[src/rtl/fir_xifu_wb_if.sv]
// Purpose : bundles the EX/WB, memory-result, commit, X-interface result and regfile write signals of the WB stage.
// Latency : none (wiring only).
// Backpressure: ex2wb_ready_o / result_ready_i live here; the slave modport is the WB stage side.
interface fir_xifu_wb_if #(
    parameter int ID_WIDTH = 4,
    parameter int XRF_AW   = 5
);
    // EX/WB bundle
    logic                ex2wb_valid_i;
    logic                ex2wb_ready_o;
    logic [1:0]          ex2wb_instr_i;
    logic [31:0]         ex2wb_result_i;
    logic [4:0]          ex2wb_rs1_i;
    logic [XRF_AW-1:0]   ex2wb_rd_i;
    logic [ID_WIDTH-1:0] ex2wb_id_i;
    // memory result from the core
    logic                mem_result_valid_i;
    logic [ID_WIDTH-1:0] mem_result_id_i;
    logic [31:0]         mem_result_rdata_i;
    logic                mem_result_err_i;
    // commit channel
    logic                commit_valid_i;
    logic [ID_WIDTH-1:0] commit_id_i;
    logic                commit_kill_i;
    // X-interface result channel
    logic                result_valid_o;
    logic                result_ready_i;
    logic [ID_WIDTH-1:0] result_id_o;
    logic [31:0]         result_data_o;
    logic [4:0]          result_rd_o;
    logic                result_we_o;
    logic                result_err_o;
    // XIFU register file write port
    logic                rf_we_o;
    logic [XRF_AW-1:0]   rf_waddr_o;
    logic [31:0]         rf_wdata_o;

    modport slave (
        input  ex2wb_valid_i, ex2wb_instr_i, ex2wb_result_i, ex2wb_rs1_i, ex2wb_rd_i, ex2wb_id_i,
        output ex2wb_ready_o,
        input  mem_result_valid_i, mem_result_id_i, mem_result_rdata_i, mem_result_err_i,
        input  commit_valid_i, commit_id_i, commit_kill_i,
        output result_valid_o, result_id_o, result_data_o, result_rd_o, result_we_o, result_err_o,
        input  result_ready_i,
        output rf_we_o, rf_waddr_o, rf_wdata_o
    );

    modport master (
        output ex2wb_valid_i, ex2wb_instr_i, ex2wb_result_i, ex2wb_rs1_i, ex2wb_rd_i, ex2wb_id_i,
        input  ex2wb_ready_o,
        output mem_result_valid_i, mem_result_id_i, mem_result_rdata_i, mem_result_err_i,
        output commit_valid_i, commit_id_i, commit_kill_i,
        input  result_valid_o, result_id_o, result_data_o, result_rd_o, result_we_o, result_err_o,
        output result_ready_i,
        input  rf_we_o, rf_waddr_o, rf_wdata_o
    );
endinterface

[src/rtl/fir_xifu_wb.sv]
// Purpose : FIR XIFU write-back stage; writes load/dotp data to the XIFU regfile and returns one X-interface result per live instruction.
// Latency : DOTP accept N -> rf_we/result_valid at N+1; LW/SW matching mem result M -> rf_we/result_valid at M+1.
// Backpressure: one instruction in flight; ex2wb_ready_o only in IDLE or when the pending result handshakes. Optional macro FIR_XIFU_WB_PERF_EN enables perf_cnt_o.
module fir_xifu_wb #(
    parameter int ID_WIDTH = 4,
    parameter int XRF_AW   = 5
) (
    input  logic        clk_i,
    input  logic        rst_i,
    input  logic        clear_i,
    fir_xifu_wb_if.slave bus,
    output logic [31:0] perf_cnt_o
);

    localparam logic [1:0] INSTR_NONE = 2'd0;
    localparam logic [1:0] INSTR_LW   = 2'd1;
    localparam logic [1:0] INSTR_SW   = 2'd2;
    localparam logic [1:0] INSTR_DOTP = 2'd3;

    typedef enum logic [1:0] {
        IDLE     = 2'd0,
        WAIT_MEM = 2'd1,
        WAIT_RES = 2'd2
    } state_e;

    state_e              state_q, state_d;
    logic [1:0]          instr_q, instr_d;
    logic [31:0]         result_q, result_d;
    logic [4:0]          rs1_q, rs1_d;
    logic [XRF_AW-1:0]   rd_q, rd_d;
    logic [ID_WIDTH-1:0] id_q, id_d;
    logic                err_q, err_d;
    logic                rf_we_q, rf_we_d;
    logic [XRF_AW-1:0]   rf_waddr_q, rf_waddr_d;
    logic [31:0]         rf_wdata_q, rf_wdata_d;

    logic kill_held;
    logic kill_new;
    logic ready;
    logic accept;
    logic mem_hit;

    // Kill of the held instruction, kill of the incoming bundle, and the accept/match qualifiers.
    always_comb begin
        kill_held = bus.commit_valid_i && bus.commit_kill_i &&
                    (bus.commit_id_i == id_q) && (state_q != IDLE);
        kill_new  = bus.commit_valid_i && bus.commit_kill_i &&
                    (bus.commit_id_i == bus.ex2wb_id_i);
        ready     = (state_q == IDLE) || ((state_q == WAIT_RES) && bus.result_ready_i);
        accept    = bus.ex2wb_valid_i && ready && (bus.ex2wb_instr_i != INSTR_NONE) && !kill_new;
        mem_hit   = (state_q == WAIT_MEM) && bus.mem_result_valid_i &&
                    (bus.mem_result_id_i == id_q);
    end

    // State and held-bundle registers; clear_i behaves like reset but synchronously.
    always_ff @(posedge clk_i or posedge rst_i) begin
        if (rst_i) begin
            state_q    <= IDLE;
            instr_q    <= INSTR_NONE;
            result_q   <= '0;
            rs1_q      <= '0;
            rd_q       <= '0;
            id_q       <= '0;
            err_q      <= 1'b0;
            rf_we_q    <= 1'b0;
            rf_waddr_q <= '0;
            rf_wdata_q <= '0;
        end else if (clear_i) begin
            state_q    <= IDLE;
            instr_q    <= INSTR_NONE;
            result_q   <= '0;
            rs1_q      <= '0;
            rd_q       <= '0;
            id_q       <= '0;
            err_q      <= 1'b0;
            rf_we_q    <= 1'b0;
            rf_waddr_q <= '0;
            rf_wdata_q <= '0;
        end else begin
            state_q    <= state_d;
            instr_q    <= instr_d;
            result_q   <= result_d;
            rs1_q      <= rs1_d;
            rd_q       <= rd_d;
            id_q       <= id_d;
            err_q      <= err_d;
            rf_we_q    <= rf_we_d;
            rf_waddr_q <= rf_waddr_d;
            rf_wdata_q <= rf_wdata_d;
        end
    end

    // Next state: kill beats a same-cycle memory result; an accept overrides the WAIT_RES exit.
    always_comb begin
        state_d    = state_q;
        instr_d    = instr_q;
        result_d   = result_q;
        rs1_d      = rs1_q;
        rd_d       = rd_q;
        id_d       = id_q;
        err_d      = err_q;
        rf_we_d    = 1'b0;
        rf_waddr_d = rf_waddr_q;
        rf_wdata_d = rf_wdata_q;

        case (state_q)
            WAIT_MEM: begin
                if (kill_held) begin
                    state_d = IDLE;
                end else if (mem_hit) begin
                    state_d = WAIT_RES;
                    err_d   = bus.mem_result_err_i;
                    if ((instr_q == INSTR_LW) && !bus.mem_result_err_i) begin
                        rf_we_d    = 1'b1;
                        rf_waddr_d = rd_q;
                        rf_wdata_d = bus.mem_result_rdata_i;
                    end
                end
            end
            WAIT_RES: begin
                if (kill_held || bus.result_ready_i) begin
                    state_d = IDLE;
                end
            end
            default: begin
                state_d = IDLE;
            end
        endcase

        if (accept) begin
            instr_d  = bus.ex2wb_instr_i;
            result_d = bus.ex2wb_result_i;
            rs1_d    = bus.ex2wb_rs1_i;
            rd_d     = bus.ex2wb_rd_i;
            id_d     = bus.ex2wb_id_i;
            err_d    = 1'b0;
            if (bus.ex2wb_instr_i == INSTR_DOTP) begin
                state_d    = WAIT_RES;
                rf_we_d    = 1'b1;
                rf_waddr_d = bus.ex2wb_rd_i;
                rf_wdata_d = bus.ex2wb_result_i;
            end else begin
                state_d = WAIT_MEM;
            end
        end
    end

    // Outputs: result channel driven only in WAIT_RES and suppressed while the held id is being killed.
    always_comb begin
        bus.ex2wb_ready_o  = ready;
        bus.result_valid_o = 1'b0;
        bus.result_id_o    = '0;
        bus.result_data_o  = '0;
        bus.result_rd_o    = '0;
        bus.result_we_o    = 1'b0;
        bus.result_err_o   = 1'b0;
        bus.rf_we_o        = rf_we_q;
        bus.rf_waddr_o     = rf_waddr_q;
        bus.rf_wdata_o     = rf_wdata_q;
        if ((state_q == WAIT_RES) && !kill_held) begin
            bus.result_valid_o = 1'b1;
            bus.result_id_o    = id_q;
            if (instr_q != INSTR_DOTP) begin
                bus.result_rd_o   = rs1_q;
                bus.result_data_o = result_q;
                bus.result_we_o   = !err_q;
                bus.result_err_o  = err_q;
            end
        end
    end

`ifdef FIR_XIFU_WB_PERF_EN
    logic [31:0] perf_cnt_q, perf_cnt_d;

    // Retired-instruction counter, bumped on each completed result handshake.
    always_comb begin
        perf_cnt_d = perf_cnt_q;
        if (bus.result_valid_o && bus.result_ready_i) begin
            perf_cnt_d = perf_cnt_q + 32'd1;
        end
    end

    // Counter register, cleared by reset and soft clear.
    always_ff @(posedge clk_i or posedge rst_i) begin
        if (rst_i) begin
            perf_cnt_q <= '0;
        end else if (clear_i) begin
            perf_cnt_q <= '0;
        end else begin
            perf_cnt_q <= perf_cnt_d;
        end
    end

    assign perf_cnt_o = perf_cnt_q;
`else
    assign perf_cnt_o = 32'd0;
`endif

endmodule
[src/flat_wrapper.sv]
// flat-port wrapper written by rule: the top's interface ports become plain ports
module fir_xifu_wb_flat 
#(
    parameter int ID_WIDTH = 4,
    parameter int XRF_AW   = 5
)
  (clk_i, rst_i, clear_i, perf_cnt_o, bus_ex2wb_valid_i, bus_ex2wb_instr_i, bus_ex2wb_result_i, bus_ex2wb_rs1_i, bus_ex2wb_rd_i, bus_ex2wb_id_i, bus_ex2wb_ready_o, bus_mem_result_valid_i, bus_mem_result_id_i, bus_mem_result_rdata_i, bus_mem_result_err_i, bus_commit_valid_i, bus_commit_id_i, bus_commit_kill_i, bus_result_valid_o, bus_result_id_o, bus_result_data_o, bus_result_rd_o, bus_result_we_o, bus_result_err_o, bus_result_ready_i, bus_rf_we_o, bus_rf_waddr_o, bus_rf_wdata_o);
  fir_xifu_wb_if #(.ID_WIDTH(ID_WIDTH), .XRF_AW(XRF_AW)) bus_i ();
  input  logic clk_i;
  input  logic rst_i;
  input  logic clear_i;
  output logic [31:0] perf_cnt_o;
  input wire logic [$bits(bus_i.ex2wb_valid_i)-1:0] bus_ex2wb_valid_i;
  input wire logic [$bits(bus_i.ex2wb_instr_i)-1:0] bus_ex2wb_instr_i;
  input wire logic [$bits(bus_i.ex2wb_result_i)-1:0] bus_ex2wb_result_i;
  input wire logic [$bits(bus_i.ex2wb_rs1_i)-1:0] bus_ex2wb_rs1_i;
  input wire logic [$bits(bus_i.ex2wb_rd_i)-1:0] bus_ex2wb_rd_i;
  input wire logic [$bits(bus_i.ex2wb_id_i)-1:0] bus_ex2wb_id_i;
  output wire logic [$bits(bus_i.ex2wb_ready_o)-1:0] bus_ex2wb_ready_o;
  input wire logic [$bits(bus_i.mem_result_valid_i)-1:0] bus_mem_result_valid_i;
  input wire logic [$bits(bus_i.mem_result_id_i)-1:0] bus_mem_result_id_i;
  input wire logic [$bits(bus_i.mem_result_rdata_i)-1:0] bus_mem_result_rdata_i;
  input wire logic [$bits(bus_i.mem_result_err_i)-1:0] bus_mem_result_err_i;
  input wire logic [$bits(bus_i.commit_valid_i)-1:0] bus_commit_valid_i;
  input wire logic [$bits(bus_i.commit_id_i)-1:0] bus_commit_id_i;
  input wire logic [$bits(bus_i.commit_kill_i)-1:0] bus_commit_kill_i;
  output wire logic [$bits(bus_i.result_valid_o)-1:0] bus_result_valid_o;
  output wire logic [$bits(bus_i.result_id_o)-1:0] bus_result_id_o;
  output wire logic [$bits(bus_i.result_data_o)-1:0] bus_result_data_o;
  output wire logic [$bits(bus_i.result_rd_o)-1:0] bus_result_rd_o;
  output wire logic [$bits(bus_i.result_we_o)-1:0] bus_result_we_o;
  output wire logic [$bits(bus_i.result_err_o)-1:0] bus_result_err_o;
  input wire logic [$bits(bus_i.result_ready_i)-1:0] bus_result_ready_i;
  output wire logic [$bits(bus_i.rf_we_o)-1:0] bus_rf_we_o;
  output wire logic [$bits(bus_i.rf_waddr_o)-1:0] bus_rf_waddr_o;
  output wire logic [$bits(bus_i.rf_wdata_o)-1:0] bus_rf_wdata_o;
  assign bus_i.ex2wb_valid_i = bus_ex2wb_valid_i;
  assign bus_i.ex2wb_instr_i = bus_ex2wb_instr_i;
  assign bus_i.ex2wb_result_i = bus_ex2wb_result_i;
  assign bus_i.ex2wb_rs1_i = bus_ex2wb_rs1_i;
  assign bus_i.ex2wb_rd_i = bus_ex2wb_rd_i;
  assign bus_i.ex2wb_id_i = bus_ex2wb_id_i;
  assign bus_ex2wb_ready_o = bus_i.ex2wb_ready_o;
  assign bus_i.mem_result_valid_i = bus_mem_result_valid_i;
  assign bus_i.mem_result_id_i = bus_mem_result_id_i;
  assign bus_i.mem_result_rdata_i = bus_mem_result_rdata_i;
  assign bus_i.mem_result_err_i = bus_mem_result_err_i;
  assign bus_i.commit_valid_i = bus_commit_valid_i;
  assign bus_i.commit_id_i = bus_commit_id_i;
  assign bus_i.commit_kill_i = bus_commit_kill_i;
  assign bus_result_valid_o = bus_i.result_valid_o;
  assign bus_result_id_o = bus_i.result_id_o;
  assign bus_result_data_o = bus_i.result_data_o;
  assign bus_result_rd_o = bus_i.result_rd_o;
  assign bus_result_we_o = bus_i.result_we_o;
  assign bus_result_err_o = bus_i.result_err_o;
  assign bus_i.result_ready_i = bus_result_ready_i;
  assign bus_rf_we_o = bus_i.rf_we_o;
  assign bus_rf_waddr_o = bus_i.rf_waddr_o;
  assign bus_rf_wdata_o = bus_i.rf_wdata_o;
  fir_xifu_wb #(.ID_WIDTH(ID_WIDTH), .XRF_AW(XRF_AW)) u_core (.clk_i(clk_i), .rst_i(rst_i), .clear_i(clear_i), .bus(bus_i), .perf_cnt_o(perf_cnt_o));
endmodule
[config.mk]
export PLATFORM = sky130hd
export DESIGN_NAME = fir_xifu_wb_flat
export DESIGN_NICKNAME = d
export VERILOG_FILES = /design/src/rtl/fir_xifu_wb_if.sv /design/src/rtl/fir_xifu_wb.sv /design/src/flat_wrapper.sv
export SDC_FILE = /design/constraint.sdc
export NUM_CORES = 1
export LEC_CHECK = 0
export CAP_MARGIN = 10
export CORE_MARGIN = 1.5
export CORE_UTILIZATION = 38
export CTS_CLUSTER_DIAMETER = 150
export DETAILED_ROUTE_END_ITERATION = 7
export GPL_TIMING_DRIVEN = 1
export PLACE_DENSITY = 0.86
export SLEW_MARGIN = 0
export SYNTH_ARGS = -nofsm -noshare
export SYNTH_HDL_FRONTEND = slang
export SYNTH_SLANG_ARGS = --single-unit
[constraint.sdc]
create_clock -name clk_i -period 2.9 [get_ports clk_i]
set_clock_uncertainty 0.15 [all_clocks]
set_input_delay 0.58 -clock clk_i [delete_from_list [all_inputs] [get_ports clk_i]]
set_output_delay 0.58 -clock clk_i [all_outputs]
set_load 0.05 [all_outputs]
Yosys cells after proc, flatten, opt, wreduce, memory -nomap -nowiden
Cells that the tools add are included.
Word-level totals
  register bits after elaboration: 89
  output and inout bits: 115
  logic and storage cells: 100
Cells by class
  equal/unequal tests: 11
  muxes and demuxes: 53
  reduce and logical (&&, ||, !) cells: 26
Operators by type and width (count)
  $mux W32: 11
  $mux W5: 13
  $mux W1: 17
  $mux W2: 8
  $eq A4 B4 Y1: 3
  $logic_and A1 B1 Y1: 12
  $mux W4: 3
  $reduce_bool A2 Y1: 3
  $reduce_bool A3 Y1: 2
  $ne A5 B2 Y1 const B: 1
  $eq A2 B1 Y1 const B: 2
  $eq A2 B2 Y1 const B: 2
  $logic_not A1 Y1: 4
  $ne A4 B3 Y1 const B: 1
  $pmux W2 S2: 1
  $ne A3 B3 Y1 const B: 1
  $reduce_and A3 Y1: 1
  $logic_not A2 Y1: 1
  $logic_or A1 B1 Y1: 2
  $ne A2 B2 Y1 const B: 1
  $reduce_and A2 Y1: 1

Logic depth before layout (Yosys ltp)
Gate-level depths: netlist of run 1.
  depth in word-level cells: 9
  gate-level depth with buffers: 7
  mapped depth without buffers: 5

Least setup slack after synthesis of run 1
OpenSTA, ideal clock, no wires.
  path kind: input -> output
  start: input bus_commit_id_i[1]
  end: output bus_result_we_o
  arrival time: 2601 ps
  setup slack: -431 ps
  cell stages on the path: 6
  buffers on the path: 1
  cell sequence: xor2_1 -> a211oi_2 -> a211oi_4 -> a21boi_2 -> buf_4 -> nor2b_1
On the way
  cells in the longest elaborated chain, start to end: 6
RTL lines
  start: declaration: RTL line flat_wrapper.sv:25  | input wire logic [$bits(bus_i.commit_id_i)-1:0] bus_commit_id_i;
  $eq A4 B4 Y1: RTL line fir_xifu_wb.sv:46  | (bus.commit_id_i == id_q) && (state_q != IDLE);
  $logic_and A1 B1 Y1: RTL line fir_xifu_wb.sv:45  | kill_held = bus.commit_valid_i && bus.commit_kill_i &&
  $logic_and A1 B1 Y1: RTL line fir_xifu_wb.sv:46
  $logic_not A1 Y1: RTL line fir_xifu_wb.sv:160  | if ((state_q == WAIT_RES) && !kill_held) begin
  $logic_and A1 B1 Y1: RTL line fir_xifu_wb.sv:160
  $mux W1: RTL line fir_xifu_wb.sv:160
  end: declaration: RTL line flat_wrapper.sv:31  | output wire logic [$bits(bus_i.result_we_o)-1:0] bus_result_we_o;
No other way between the ends.

Final worst setup path of run 1
  start: register u_core.id_q[2]
  end: output bus_result_we_o
On the way
  cells in the longest elaborated chain, start to end: 6
RTL lines
  start: declaration: RTL line fir_xifu_wb.sv:31  | logic [ID_WIDTH-1:0] id_q, id_d;
  start signal: assignment: RTL line fir_xifu_wb.sv:85  | id_q <= id_d;
  $eq A4 B4 Y1: RTL line fir_xifu_wb.sv:46
  $logic_and A1 B1 Y1: RTL line fir_xifu_wb.sv:45
  $logic_and A1 B1 Y1: RTL line fir_xifu_wb.sv:46
  $logic_not A1 Y1: RTL line fir_xifu_wb.sv:160
  $logic_and A1 B1 Y1: RTL line fir_xifu_wb.sv:160
  $mux W1: RTL line fir_xifu_wb.sv:160
No other way between the ends.

==> results of run 1 <==
## metal layers
metal	up-vias	wire length (um)	part of all wire
met5	-	0	0
met3	35	889	0.061
li1	1922	-	-
met1	2051	5857	0.40
met4	0	367	0.025
met2	185	7531	0.51
## cell usage after synthesis, drive strengths merged
cell type,n
dfrtp,89
nor2,51
buf,50
mux2i,48
inv,47
and2,43
a21oi,36
o221a,30
clkbuf,14
xor2,12
nor3,8
a211oi,6
o21a,5
o31a,5
nand3,4
o21ai,4
a221oi,3
nand2,3
a41oi,2
nor2b,2
a211o,1
a21boi,1
a2bb2oi,1
and4,1
conb,1
nor3b,1
o211ai,1
o21bai,1
xnor2,1
## flip-flops by register name, indices dropped and copies added, names as in the netlist, 2 cells and up
signal,count
u_core.bus.rf_wdata_o,32
u_core.result_q,32
u_core.bus.rf_waddr_o,5
u_core.rd_q,5
u_core.rs1_q,5
u_core.id_q,4
u_core.instr_q,2
u_core.state_q,2
## critical path: cells and delay by family (launching register included)
| kind | cells | cell delay (ns) |
|---|---|---|
| buffers and inverters | 4 | 0.51 |
| AND/OR/NAND/NOR | 2 | 0.23 |
| XOR/XNOR | 1 | 0.19 |
| AO/OA/AOI/OAI | 2 | 0.52 |
| flip-flops | 1 | 0.40 |
## placed cells by master (no fill, tap or decap), types with 2 or more instances in the layout
cell,n
conb_1,32
mux2i_1,48
buf_4,21
a211oi_1,2
buf_8,2
clkbuf_16,10
a221oi_1,3
o21ai_1,3
inv_2,2
nor3_1,6
buf_12,54
nand2_1,2
dlygate4sd2_1,2
bufinv_16,2
inv_1,44
nor2_1,51
xor2_1,8
a21oi_1,36
and2_4,32
and2_1,5
o21a_1,5
nand3_1,4
buf_16,2
xor2_2,4
clkdlybuf4s50_1,127
buf_2,5
a41oi_1,2
clkinv_2,3
a211oi_4,4
o221a_1,30
o31a_1,5
clkinvlp_4,2
dfrtp_1,89
and2_2,6
## through the flow
stage | power [W] | setup WS (ns) | TNS [ns] | instance area, um2
detailed placement | 0.002298 | -0.2864 | -10.19 | 7247
CTS | 0.003581 | -0.05547 | -0.9909 | 7737
global placement | 0.002272 | -0.2907 | -10.84 | 7247
global route | 0.003720 | -0.1372 | -4.020 | 7824
floorplan | 0.001949 | -0.1352 | -1.441 | 4959
finish | 0.003581 | -0.03141 | -0.2736 | 7824
## layout make-up
type	instances	area, um2	share of cell area
sequential	89	2227	0.2847
timing repair buffer	214	2663	0.3403
inverter	47	180.2	0.02303
clock inverter	6	82.58	0.01055
multi-input combinational	302	2232	0.2853
tap	168	210.2	0.02687
clock buffer	10	229.0	0.02927
## cells by family after synthesis
family	Yosys count	synth area share
DFF	89	0.4682
muxes	48	0.1010
AOI/OAI and AO/OA	96	0.1646
buffers and inverters	111	0.1215
xor gates and xnor gates	13	0.02393
other	1	0.0007883
and+or+nand+nor	113	0.1199
## power groups by stage
stage          Combinational [W]  Clock [W]  Sequential [W]
6_report                0.000980    0.00123         0.00137
2_1_floorplan           0.000472          0         0.00148
5_1_grt                  0.00104    0.00131         0.00138
3_5_place_dp            0.000908          0         0.00139
4_1_cts                 0.000961    0.00125         0.00137
3_3_place_gp            0.000885          0         0.00139
## repair_timing
item / 4_1_cts / 5_1_grt
pin swaps: 18 / 11
endpoints found under the setup margin: 42 / 39
gates resized for setup: 33 / 9
gates cloned: 2 / 1
buffers inserted: 8 / 3
## path summary, 6_finish.rpt
path	start	to	slack, ns	cells past startpoint
worst max-delay path	u_core.id_q[2]$_DFFE_PP0P_	bus_result_we_o	-0.03	9
worst min-delay path	u_core.result_q[31]$_DFFE_PP0P_	u_core.result_q[31]$_DFFE_PP0P_	0.38	2
worst max register to register	u_core.id_q[0]$_DFFE_PP0P_	u_core.bus.rf_wdata_o[30]$_DFF_PP0_	0.61	7
worst min register to register	u_core.result_q[31]$_DFFE_PP0P_	u_core.result_q[31]$_DFFE_PP0P_	0.38	2
max in group asynchronous	rst_i	u_core.bus.rf_wdata_o[8]$_DFF_PP0_	1.65	3
min in group asynchronous	rst_i	u_core.rs1_q[2]$_DFFE_PP0P_	0.58	3
==> impl_metrics.ini, run 1 <==
[grt]
antenna_found_initial = 0
grt_pass1_wl_um = 22400
use_met1 = 0.2575
global_route.usage.total = 0.2202
grt.overflow.total = 0
grt_max_degree = 90
grt_use_met3 = 0.04375
grt_pass1_vias = 4449
busiest_layer = met2
grt_util_met2 = 0.3925

[die]
die_w_um = 114.9
fp.dieArea_um2 = 13200
die-height_um = 114.9
coreArea_um2 = 12110
ios = 212
rows = 40
start_util = 0.3928

[timing]
maxSlewViolCount = 0
finalHoldViolCount = 0
min_period_ns = 2.931
worstMarginPinSlew_ns = 0.5415
whs_ns = 0.3780
setup_viol = 27
layout_worst_path_cycle_share = 1.011
grt_setup_unrepaired = yes
fmax_mhz = 341.1
fin_ws_ns = -0.03141
relSlewSlack = 0.6378

[placed_design]
routabilityCongestion = 0.8141
io_buffer_count = 179
placed_cells = 806
dp_hpwl_um = 9976

[route]
vias_per_cell = 5.016
dr.pass1.iters = 5
wl_per_cell_um = 17.52
routed_wl_um = 14650
drtIter0Drc = 313
via_count = 4193
drc = 0
final_antenna_net_count = 0

[worst_setup_path]
crit_required_ns = 2.17
endpoint_kind = output port
start_kind = flop
cp_common_cell = buf_12
slowest_stage = dfrtp_1
crit_path_max_fanout = 6
crit_arrival_ns = 2.20
path_cells = xor2_2 -> nor3_4 -> a211oi_4 -> a21boi_4 -> buf_12 -> buf_12 -> buf_12 -> nor2b_4 -> buf_12
max_stage_delay_ns = 0.40
path_class = reg -> out

[hold_path]
hp-class = reg -> reg

[run]
drv_cap = 0

[run_status]
outcome = finished with violations
violations = setup timing

[synth]
syn_avg_cell_area_um2 = 10.10
yosys-top-cells-area = dfrtp_1, mux2i_1, o221a_1
syn_inst = 471
ys_seq_elements = 89
synth_top_area_frac = 0.4682
seq_area_frac_synth = 0.4682
syn_area_um2 = 4757
ys_warn_count = 0
synth.distinct_cells = 36
yosys.area.top_type = dfrtp_1

[cells_and_area]
drive_gt1_frac = 0.2320
layout.cells.non_filler = 836
nets = 760
antenna_cells = 0
fill_cells = 930
post-route-util = 0.6460
layout-area-overhead-vs-synth_pct = 64.47

[power]
p_per_area_nw_per_um2 = 457.7
power_leakage_nw = 3.548
power_frac_clock = 0.344
peakVddDrop_v = 0.0002426
seqPwrFrac = 0.383
pwr-share-comb = 0.274
sw_frac_of_total = 0.3029
intPower_w = 0.002496
switchingPower_w = 0.001085

[clocking]
hold_buffers = 0
clkSlewWorstSetupHoldPaths_ns = 0.07
clock-sinks = 89
clk-insertion-delay-late_ns = 0.33
cts-htree-levels = 3
clockRootBuffer = clkbuf_16
cts_made_buffers = 9
clk_path_buf_depth = 2
cts_tree = built
Note: power is estimated with default switching activity, not from simulation.
==> inputs of run 2 (changes only) <==
GPL_ROUTABILITY_DRIVEN = 0   (was default)
GPL_TIMING_DRIVEN = 0   (was 1)
==> impl_metrics.ini, run 2 (synthesis results as in run 1) <==
[run_status]
outcome = finished with violations
violations = setup timing

[die]
die_w_um = 114.9
die-height_um = 114.9
start_util = 0.3928
rows = 40
fp.dieArea_um2 = 13200
coreArea_um2 = 12110
ios = 212

[timing]
min_period_ns = 2.945
worstMarginPinSlew_ns = 0.6891
maxSlewViolCount = 0
fmax_mhz = 339.6
setup_tns_ns = -0.5591
finalHoldViolCount = 0
relSlewSlack = 0.5406
fin_ws_ns = -0.04460
grt_setup_unrepaired = yes
setup_viol = 20
layout_worst_path_cycle_share = 1.015

[cells_and_area]
final_common_cell = clkdlybuf4s50_1
antenna_cells = 0
fill_cells = 1010
final_cell_mix = clkdlybuf4s50_1, dfrtp_1, nor2_1, buf_4, mux2i_1
layout-area-overhead-vs-synth_pct = 57.18
layout.cells.non_filler = 873
nets = 798
drive_gt1_frac = 0.2468

[clocking]
clockRootBuffer = clkbuf_16
clk_path_buf_depth = 2
hold_buffers = 0
clkSlewWorstSetupHoldPaths_ns = 0.06
cts-htree-levels = 3
clk-insertion-delay-late_ns = 0.33
cts_tree = built
cts_made_buffers = 9
clock-sinks = 89

[route]
wl_per_cell_um = 17.21
vias_per_cell = 4.904
dr.pass1.iters = 4
final_antenna_net_count = 0
drtIter0Drc = 281
routed_wl_um = 15030
drc = 0
via_count = 4281

[grt]
global_route.usage.total = 0.2278
grt_max_degree = 41
grt_pass1_wl_um = 23140
grt_pass1_vias = 4470
grt.overflow.total = 0
antenna_found_initial = 0

[worst_setup_path]
path_class = reg -> out
max_stage_delay_ns = 0.40
start_kind = flop
crit_required_ns = 2.17
slowest_stage = dfrtp_1
endpoint_kind = output port
crit_path_max_fanout = 6
path_cells = xor2_2 -> a211oi_4 -> a211oi_4 -> a21boi_4 -> buf_6 -> buf_6 -> and2_4 -> buf_8
crit_arrival_ns = 2.21
reg2reg_slack_ns = 0.48

[placed_design]
placed_cells = 850
dp_hpwl_um = 11010
io_buffer_count = 178

[power]
fin_total_pwr_w = 0.003371
peakVddDrop_v = 0.0002437
p_per_area_nw_per_um2 = 450.8
power_leakage_nw = 3.548

[hold_path]
hp-class = reg -> reg

[run]
drv_cap = 0
run 2: where the power goes:
| group | internal [W] | switching, W |
|---|---|---|
| clock | 0.000598 | 0.000470 |
| combinational | 0.000389 | 0.000543 |
| sequential | 0.00132 | 0.0000528 |
run 2: timing repair:
action	in CTS	in global routing
resized for setup	292	56
setup buffers	4	2
cloned	2	0
pin swaps	15	6
endpoints found under the setup margin	47	64
run 2: worst paths after layout:
kind / startpoint / to / cells past startpoint
setup / recovery: u_core.id_q[1]$_DFFE_PP0P_ / bus_result_data_o[25] / 8
hold / removal: u_core.result_q[5]$_DFFE_PP0P_ / u_core.result_q[5]$_DFFE_PP0P_ / 2
setup reg to reg: u_core.id_q[3]$_DFFE_PP0P_ / u_core.bus.rf_wdata_o[5]$_DFF_PP0_ / 8
hold reg to reg: u_core.result_q[5]$_DFFE_PP0P_ / u_core.result_q[5]$_DFFE_PP0P_ / 2
max in group asynchronous: rst_i / u_core.id_q[3]$_DFFE_PP0P_ / 3
min in group asynchronous: rst_i / u_core.rs1_q[1]$_DFFE_PP0P_ / 2
run 2: through the flow:
stage | setup slack [ns] | area (um2) | utilization | hold WS (ns)
floorplan | -0.1352 | 4959 | - | 0.3275
global placement | -1.258 | 6950 | 0.5739 | 0.3450
detailed placement | -1.273 | 6990 | 0.5772 | 0.3591
CTS | -0.03441 | 7316 | 0.6040 | 0.3780
global route | -0.1189 | 7477 | 0.6174 | 0.4068
finish | -0.04460 | 7477 | 0.6174 | 0.3736
run 2: layer usage:
metal	wire [um]	part of all wire	GRT usage
met5	0	0	0
met4	249	0.017	0.07078
met3	966	0.064	0.04692
met2	7766	0.52	0.4071
met1	6045	0.40	0.2758
run 2: final cells by class:
cell class / instances / area (um2) / share of cell area
Sequential cell: 89 / 2228 / 0.2980
Multi-Input combinational cell: 302 / 2207 / 0.2952
Timing Repair Buffer: 188 / 1969 / 0.2634
Buffer: 64 / 417.9 / 0.05589
Clock buffer: 12 / 246.5 / 0.03297
Tap cell: 168 / 210.2 / 0.02811
Inverter: 47 / 180.2 / 0.02410
Clock inverter: 3 / 17.52 / 0.002343
run 2: critical path: cells and delay by family, from the launching register on:
kind	cells	cell delay (ns)
buffers and inverters	3	0.43
XOR/XNOR	1	0.21
flip-flops	1	0.40
AND/OR/NAND/NOR	1	0.14
AO/OA/AOI/OAI	3	0.68
==> inputs of run 3 (changes only) <==
CELL_PAD_IN_SITES_DETAIL_PLACEMENT = 1   (was default)
CELL_PAD_IN_SITES_GLOBAL_PLACEMENT = 1   (was default)
CORE_UTILIZATION = 28   (was 38)
==> impl_metrics.ini, run 3 (synthesis results as in run 1) <==
[worst_setup_path]
rr_worst_depth = 9
crit_arrival_ns = 2.25
endpoint = bus_result_rd_o[3]
crit_path_max_fanout = 6
path_class = reg -> out
endpoint_kind = output port
crit_required_ns = 2.17
timing.rr.end = u_core.bus.rf_wdata_o[12]$_DFF_PP0_
reg2reg_slack_ns = 0.46
start_kind = flop
startpoint = u_core.id_q[1]$_DFFE_PP0P_
reg2reg_from = u_core.id_q[1]$_DFFE_PP0P_

[clocking]
hold_buffers = 0
clk_path_buf_depth = 2
cts_made_buffers = 9
cts-htree-levels = 3
cts_tree = built
clockRootBuffer = clkbuf_16
clock-sinks = 89
clkSlewWorstSetupHoldPaths_ns = 0.07
clk-insertion-delay-late_ns = 0.34

[power]
power_leakage_nw = 3.585
peakVddDrop_v = 0.0002916
p_per_area_nw_per_um2 = 457.9

[cells_and_area]
final_cell_mix = clkdlybuf4s50_1, dfrtp_1, nor2_1
layout-area-overhead-vs-synth_pct = 60.34
antenna_cells = 0
layout.cells.non_filler = 930
drive_gt1_frac = 0.2592
nets = 802
fill_cells = 1842
post-route-util = 0.4599
final_common_cell = clkdlybuf4s50_1

[timing]
maxSlewViolCount = 0
worstMarginPinSlew_ns = 0.5843
min_period_ns = 2.983
relSlewSlack = 0.6105
fin_ws_ns = -0.08342
finalHoldViolCount = 0
layout_worst_path_cycle_share = 1.029
fmax_mhz = 335.2
setup_viol = 20
grt_setup_unrepaired = yes

[route]
wl_per_cell_um = 17.94
vias_per_cell = 4.635
drc = 0
final_antenna_net_count = 0
dr.pass1.iters = 4
routed_wl_um = 16690
drtIter0Drc = 91
via_count = 4311

[hold_path]
hp-class = reg -> reg

[die]
die-height_um = 133.3
start_util = 0.2869
rows = 47
fp.dieArea_um2 = 17780
coreArea_um2 = 16580
ios = 212
die_w_um = 133.3

[run_status]
outcome = finished with violations
violations = setup timing

[grt]
grt_pass1_wl_um = 25830
global_route.usage.total = 0.1872
grt_max_degree = 39
antenna_found_initial = 0
grt.overflow.total = 0
grt_pass1_vias = 4749

[placed_design]
dp_hpwl_um = 12120
placed_cells = 902
io_buffer_count = 178
place_ws_ns = -1.333

[run]
drv_cap = 0
-- run 3: where the power goes --
part	total (W)	internal, W	switching [W]	leakage, nW
sequential	0.00137	0.00132	0.0000514	1.20
clock	0.00117	0.000634	0.000535	0.142
combinational	0.000955	0.000397	0.000558	2.24
total	0.00349	0.00235	0.00114	3.59
-- run 3: layout make-up --
cell class,instances,area [um2],area share
repair buffers,192,1997,0.2618
plain buffers,64,425.4,0.05577
multi-input cells,302,2228,0.2922
well taps,220,275.3,0.03609
clock buffers,11,252.7,0.03314
flip-flops and latches,89,2230,0.2923
inverters,47,180.2,0.02362
clock inverters,5,38.79,0.005085
-- run 3: worst max-delay path: stages, from the launching register on --
cell      delay [ns]
dfrtp_1         0.41
xor2_2          0.21
a211oi_4        0.08
a211oi_4        0.29
a21boi_4        0.25
buf_12          0.14
buf_8           0.13
buf_6           0.12
and2_4          0.14
buf_8           0.14
-- run 3: routing by layer --
layer | vias up | GRT usage | share of wire
met1 | 2157 | 0.2283 | 0.42
li1 | 1993 | - | -
met5 | - | 0 | 0
met4 | 0 | 0.06522 | 0.024
met3 | 25 | 0.04795 | 0.061
met2 | 136 | 0.3210 | 0.50
-- run 3: worst min path at each step --
stage / startpoint / to / slack [ns] / depth (start not counted)
3_5_place_dp: u_core.result_q[0]$_DFFE_PP0P_ / u_core.result_q[0]$_DFFE_PP0P_ / 0.36 / 2
6_report: u_core.result_q[0]$_DFFE_PP0P_ / u_core.result_q[0]$_DFFE_PP0P_ / 0.37 / 2
4_1_cts: u_core.result_q[0]$_DFFE_PP0P_ / u_core.result_q[0]$_DFFE_PP0P_ / 0.37 / 2
5_1_grt: u_core.result_q[19]$_DFFE_PP0P_ / u_core.result_q[19]$_DFFE_PP0P_ / 0.39 / 2
2_1_floorplan: u_core.result_q[0]$_DFFE_PP0P_ / u_core.result_q[0]$_DFFE_PP0P_ / 0.33 / 2
3_3_place_gp: u_core.result_q[28]$_DFFE_PP0P_ / u_core.result_q[28]$_DFFE_PP0P_ / 0.34 / 2
-- run 3: timing repair --
item                       in CTS  in global routing
resized for setup             318                 38
setup buffers                   7                  2
cloned                          3                  0
hold endpoints to repair        0                  0
setup endpoints to repair      44                 71
pin swaps                      16                  3
-- run 3: per-stage QoR --
stage / total power (W) / area (um2) / hold WS [ns] / TNS [ns]
floorplan: 0.001949 / 4959 / 0.3275 / -1.441
global placement: 0.002268 / 7015 / 0.3430 / -58.92
detailed placement: 0.002295 / 7056 / 0.3570 / -59.92
CTS: 0.003508 / 7538 / 0.3723 / -0.4982
global route: 0.003633 / 7627 / 0.3926 / -3.107
finish: 0.003492 / 7627 / 0.3656 / -1.132
==> patch 1, RTL diff (settings of run 1) <==
`ID_WIDTH` is set to 4 in 3 places; all go to 6.
--- a/src/rtl/fir_xifu_wb_if.sv
+++ b/src/rtl/fir_xifu_wb_if.sv
@@ -2,7 +2,7 @@
 // Latency : none (wiring only).
 // Backpressure: ex2wb_ready_o / result_ready_i live here; the slave modport is the WB stage side.
 interface fir_xifu_wb_if #(
-    parameter int ID_WIDTH = 4,
+    parameter int ID_WIDTH = 6,
     parameter int XRF_AW   = 5
 );
     // EX/WB bundle
--- a/src/rtl/fir_xifu_wb.sv
+++ b/src/rtl/fir_xifu_wb.sv
@@ -2,7 +2,7 @@
 // Latency : DOTP accept N -> rf_we/result_valid at N+1; LW/SW matching mem result M -> rf_we/result_valid at M+1.
 // Backpressure: one instruction in flight; ex2wb_ready_o only in IDLE or when the pending result handshakes. Optional macro FIR_XIFU_WB_PERF_EN enables perf_cnt_o.
 module fir_xifu_wb #(
-    parameter int ID_WIDTH = 4,
+    parameter int ID_WIDTH = 6,
     parameter int XRF_AW   = 5
 ) (
     input  logic        clk_i,
--- a/src/flat_wrapper.sv
+++ b/src/flat_wrapper.sv
@@ -1,7 +1,7 @@
 // flat-port wrapper written by rule: the top's interface ports become plain ports
 module fir_xifu_wb_flat 
 #(
-    parameter int ID_WIDTH = 4,
+    parameter int ID_WIDTH = 6,
     parameter int XRF_AW   = 5
 )
   (clk_i, rst_i, clear_i, perf_cnt_o, bus_ex2wb_valid_i, bus_ex2wb_instr_i, bus_ex2wb_result_i, bus_ex2wb_rs1_i, bus_ex2wb_rd_i, bus_ex2wb_id_i, bus_ex2wb_ready_o, bus_mem_result_valid_i, bus_mem_result_id_i, bus_mem_result_rdata_i, bus_mem_result_err_i, bus_commit_valid_i, bus_commit_id_i, bus_commit_kill_i, bus_result_valid_o, bus_result_id_o, bus_result_data_o, bus_result_rd_o, bus_result_we_o, bus_result_err_o, bus_result_ready_i, bus_rf_we_o, bus_rf_waddr_o, bus_rf_wdata_o);
Interface: changed (resized bus_commit_id_i, bus_ex2wb_id_i, bus_mem_result_id_i and bus_result_id_o); port bits go from 212 to 220. No check against the original RTL was run, so the function may have changed too.
==> patch 1 against run 1 <==
The flow still finishes with violations (negative setup slack); via count grew 13%; clock power shrank 4%; core utilization is 0.29 points higher; synthesized area grew 1.4%; power decreased by 6.0%; combinational power decreased by 18%; non-clock buffer count increased by 9; cell area increased by 1.3%; wire length rose by 8.3%; worst setup slack worse by 1.1 ps; sequential cell count is 2 higher; first-iteration DRC count is 8.3% higher; critical endpoint is now bus_result_data_o[31]; highest routed layer unchanged.
==> patch 1: results (changes against run 1) <==
stage	metric	value	unit	change
run_status	status	finished with violations		unchanged
run_status	failing checks	negative setup slack		unchanged
timing	hold_ws	375.2	ps	was 378.0 ps
min_path	hold path start	u_core.result_q[11]		was u_core.result_q[31]
timing	setup_tns	-467.9	ps	was -273.6 ps
synthesis	xor-xnor portion of the synthesized cell area	3.085	%	was 2.393%
route	vias per cell	5.251		was 5.016
timing	Final setup viols	23		was 27
pwr	Net Sw Power	1.016	mW	was 1.085 mW
synthesis	compound-cell area share of the yosys netlist	20.09	%	was 16.47%
route	WL final	15860	um	was 14650 um
layout	non-filler cells, final	899		was 836
pwr	Max VDD drop	371.5	uV	was 242.6 uV
place	dpl ws	-384.5	ps	was -286.4 ps
synthesis	Synth cell types	42		was 36
critical_path	Crit Path Max Fanout	8		was 6
route	initial drt markers	339		was 313
layout	Fill cells	934		was 930
layout	share of cells above drive strength 1	27.09	%	was 23.20%
pwr	clock share of power	35.0	%	was 34.4%
global_route	pin count of the biggest net entering global routing	92		was 90
timing	final setup margin	-32.52	ps	was -31.41 ps
critical_path	Reg2Reg Setup Slack	380	ps	was 610 ps
synthesis	Post-synth top cells	nand2_1, dfrtp_1, a21oi_1		was dfrtp_1, nor2_1, mux2i_1
synthesis	Synth area leaders	dfrtp_1, a21oi_1, nand2_1, o221a_2, and2_1		was dfrtp_1, mux2i_1, o221a_1, buf_4, and2_1
place	GP Congestion	0.8802		was 0.8141
place	# placed instances	872		was 806
synthesis	post-synthesis mux area share	0.2074	%	was 10.10%
synthesis	Mean Syn Cell Area	9.037	um^2	was 10.10 um^2
place	placed inst area	7368	um^2	was 7247 um^2
==> patch 1: changes by cell type after synthesis, sizes merged, moves of 3 or more <==
| cell | change |
|---|---|
| a221oi | -3 |
| mux2i | -47 |
| xnor2 | +5 |
| nor2 | -11 |
| nand2 | +101 |
| nor3 | -5 |
| clkbuf | +7 |
| inv | -45 |
| o31a | -5 |
| o21a | -4 |
| a211oi | -3 |
| o221a | +6 |
| a21oi | +54 |
==> patch 1: path summary, 6_finish.rpt <==
path,end,cells past startpoint
hold / removal,u_core.result_q[11],2
setup / recovery,bus_result_data_o[31],9
max in group asynchronous,u_core.rd_q[2],3
setup reg to reg,u_core.bus.rf_waddr_o[0],6
hold reg to reg,u_core.result_q[11],2
min in group asynchronous,u_core.id_q[0],3
==> patch 1: per-layer routing <==
layer	wire length, um	track usage (%)	part of all wire [%]	vias to the layer above
met1	6292	29.88	40	2306
li1	-	-	-	2143
met2	8107	39.57	51	233
met4	426	7.154	2.7	0
met3	1028	4.916	6.5	39
met5	0	0	0	-
==> patch 2, RTL diff (flow settings as in run 1) <==
Without the edit above. The 3 states of `state_e` get a one-hot encoding in 3 bits.
--- a/src/rtl/fir_xifu_wb.sv
+++ b/src/rtl/fir_xifu_wb.sv
@@ -17,10 +17,10 @@
     localparam logic [1:0] INSTR_SW   = 2'd2;
     localparam logic [1:0] INSTR_DOTP = 2'd3;
 
-    typedef enum logic [1:0] {
-        IDLE     = 2'd0,
-        WAIT_MEM = 2'd1,
-        WAIT_RES = 2'd2
+    typedef enum logic [2:0] {
+        IDLE     = 3'b001,
+        WAIT_MEM = 3'b010,
+        WAIT_RES = 3'b100
     } state_e;
 
     state_e              state_q, state_d;
Function: no difference found for any inputs over 4 cycles, from zero or initial values and one cycle with rst_i high; so few cycles prove little.
==> patch 2 against run 1 <==
Clock power fell by 7%; combinational power fell by 24%; wire length fell by 11%; sequential share of layout area rose by 0.63 points; non-clock buffer count fell by 8; sequential cell count rose by 1; cell area fell by 0.85%; die area rose by 1.8%; worst setup slack improved by 79 ps; synthesized area rose by 1.9%; maximum frequency rose by 2.8%; power fell by 8.5%; cell count fell by 2.2%; largest cell class unchanged.
==> patch 2: results (changes against run 1) <==
stage	metric	value	unit	change
timing	hold_ws	377.3	ps	was 378.0 ps
critical_path	Reg2Reg Setup Slack	240	ps	was 610 ps
synthesis	post-synthesis mux area share	17.76	%	was 10.10%
min_path	hold path start	u_core.rs1_q[0]		was u_core.result_q[31]
min_path	hold worst-path end	u_core.rs1_q[0]		was u_core.result_q[31]
place	dpl ws	-347.2	ps	was -286.4 ps
critical_path	CP peak stage delay	440	ps	was 400 ps
layout	Nets	740		was 760
synthesis	Mean Syn Cell Area	10.58	um^2	was 10.10 um^2
synthesis	largest family of logic cells by synthesized area	multiplexers		was compound AO/OA/AOI/OAI gates
route	initial drt markers	199		was 313
critical_path	Crit. Startpoint	u_core.id_q[3]		was u_core.id_q[2]
layout	share of cells above drive strength 1	23.22	%	was 23.20%
synthesis	Synth cell types	37		was 36
pwr	Max VDD drop	228.8	uV	was 242.6 uV
timing	fin crit period	2852	ps	was 2931 ps
layout	register area	2257	um^2	was 2227 um^2
pwr	Sequential Power Share	42.3	%	was 38.3%
critical_path	Crit Path Max Fanout	11		was 6
place	# placed instances	794		was 806
place	DP Wirelength	9287	um	was 9976 um
global_route	vias in the first global route	4185		was 4449
global_route	pin count of the biggest net entering global routing	92		was 90
global_route	GRT Util Overall	19.81	%	was 22.02%
layout	Fill cells	1012		was 930
synthesis	sequential area share after synthesis	46.49	%	was 46.82%
global_route	first-pass GRT wire length	20690	um	was 22400 um
synthesis	Post-synth top cells	nor2_1, dfrtp_1, mux2i_1		was dfrtp_1, nor2_1, mux2i_1
pwr	leak pwr	3.253	nW	was 3.548 nW
route	WL final	13050	um	was 14650 um
run_status	status	finished clean		was finished with violations
cts	Post-CTS Resized	28		was 33
pwr	Seq. pwr	1.39	mW	
cts	Post-CTS Setup Inserts	5		was 8
place	GP Congestion	0.8594		was 0.8141
synthesis	xor-xnor portion of the synthesized cell area	2.168	%	was 2.393%
pwr	Net Sw Power	0.9505	mW	was 1.085 mW
route	Vias	3975		was 4193
critical_path	crit path capture	bus_result_data_o[19]		was bus_result_we_o
critical_path	RR Endpoint	u_core.bus.rf_waddr_o[2]		was u_core.bus.rf_wdata_o[30]
synthesis	compound-cell area share of the yosys netlist	8.983	%	was 16.47%
place	placed inst area	7337	um^2	was 7247 um^2
patch 2: cell types whose count changed after synthesis, sizes merged, moves of 5 or more:
cell / delta
a211oi: +35
a21oi: -32
inv: -45
mux2i: +38
nor2: +39
nor3: -5
o21a: -5
o221a: -30
o31a: -5
patch 2: kinds of logic (layout without fill, tap and decap cells):
family	after synthesis	after routing
buffers and inverters	65	222
XOR/XNOR	12	12
other	1	32
AND/OR/NAND/NOR	149	149
multiplexers	86	86
flip-flops	90	90
AO/OA/AOI/OAI	55	55
patch 2: final cells by class:
cell class,instances,share of cell area (%)
clock inverter,4,0.6935
sequential,90,29.10
timing repair buffer,206,32.95
multi-input combinational,334,31.26
clock buffer,10,3.081
tap,172,2.774
inverter,2,0.1452
patch 2: layer usage:
layer	wire length (um)	share of wire (%)	GRT usage [%]	vias to the layer above
met3	755	5.8	3.504	26
met2	6729	52	34.55	152
met1	5212	40	24.11	1943
li1	-	-	-	1854
met5	0	0	0	-
met4	350	2.7	8.455	0
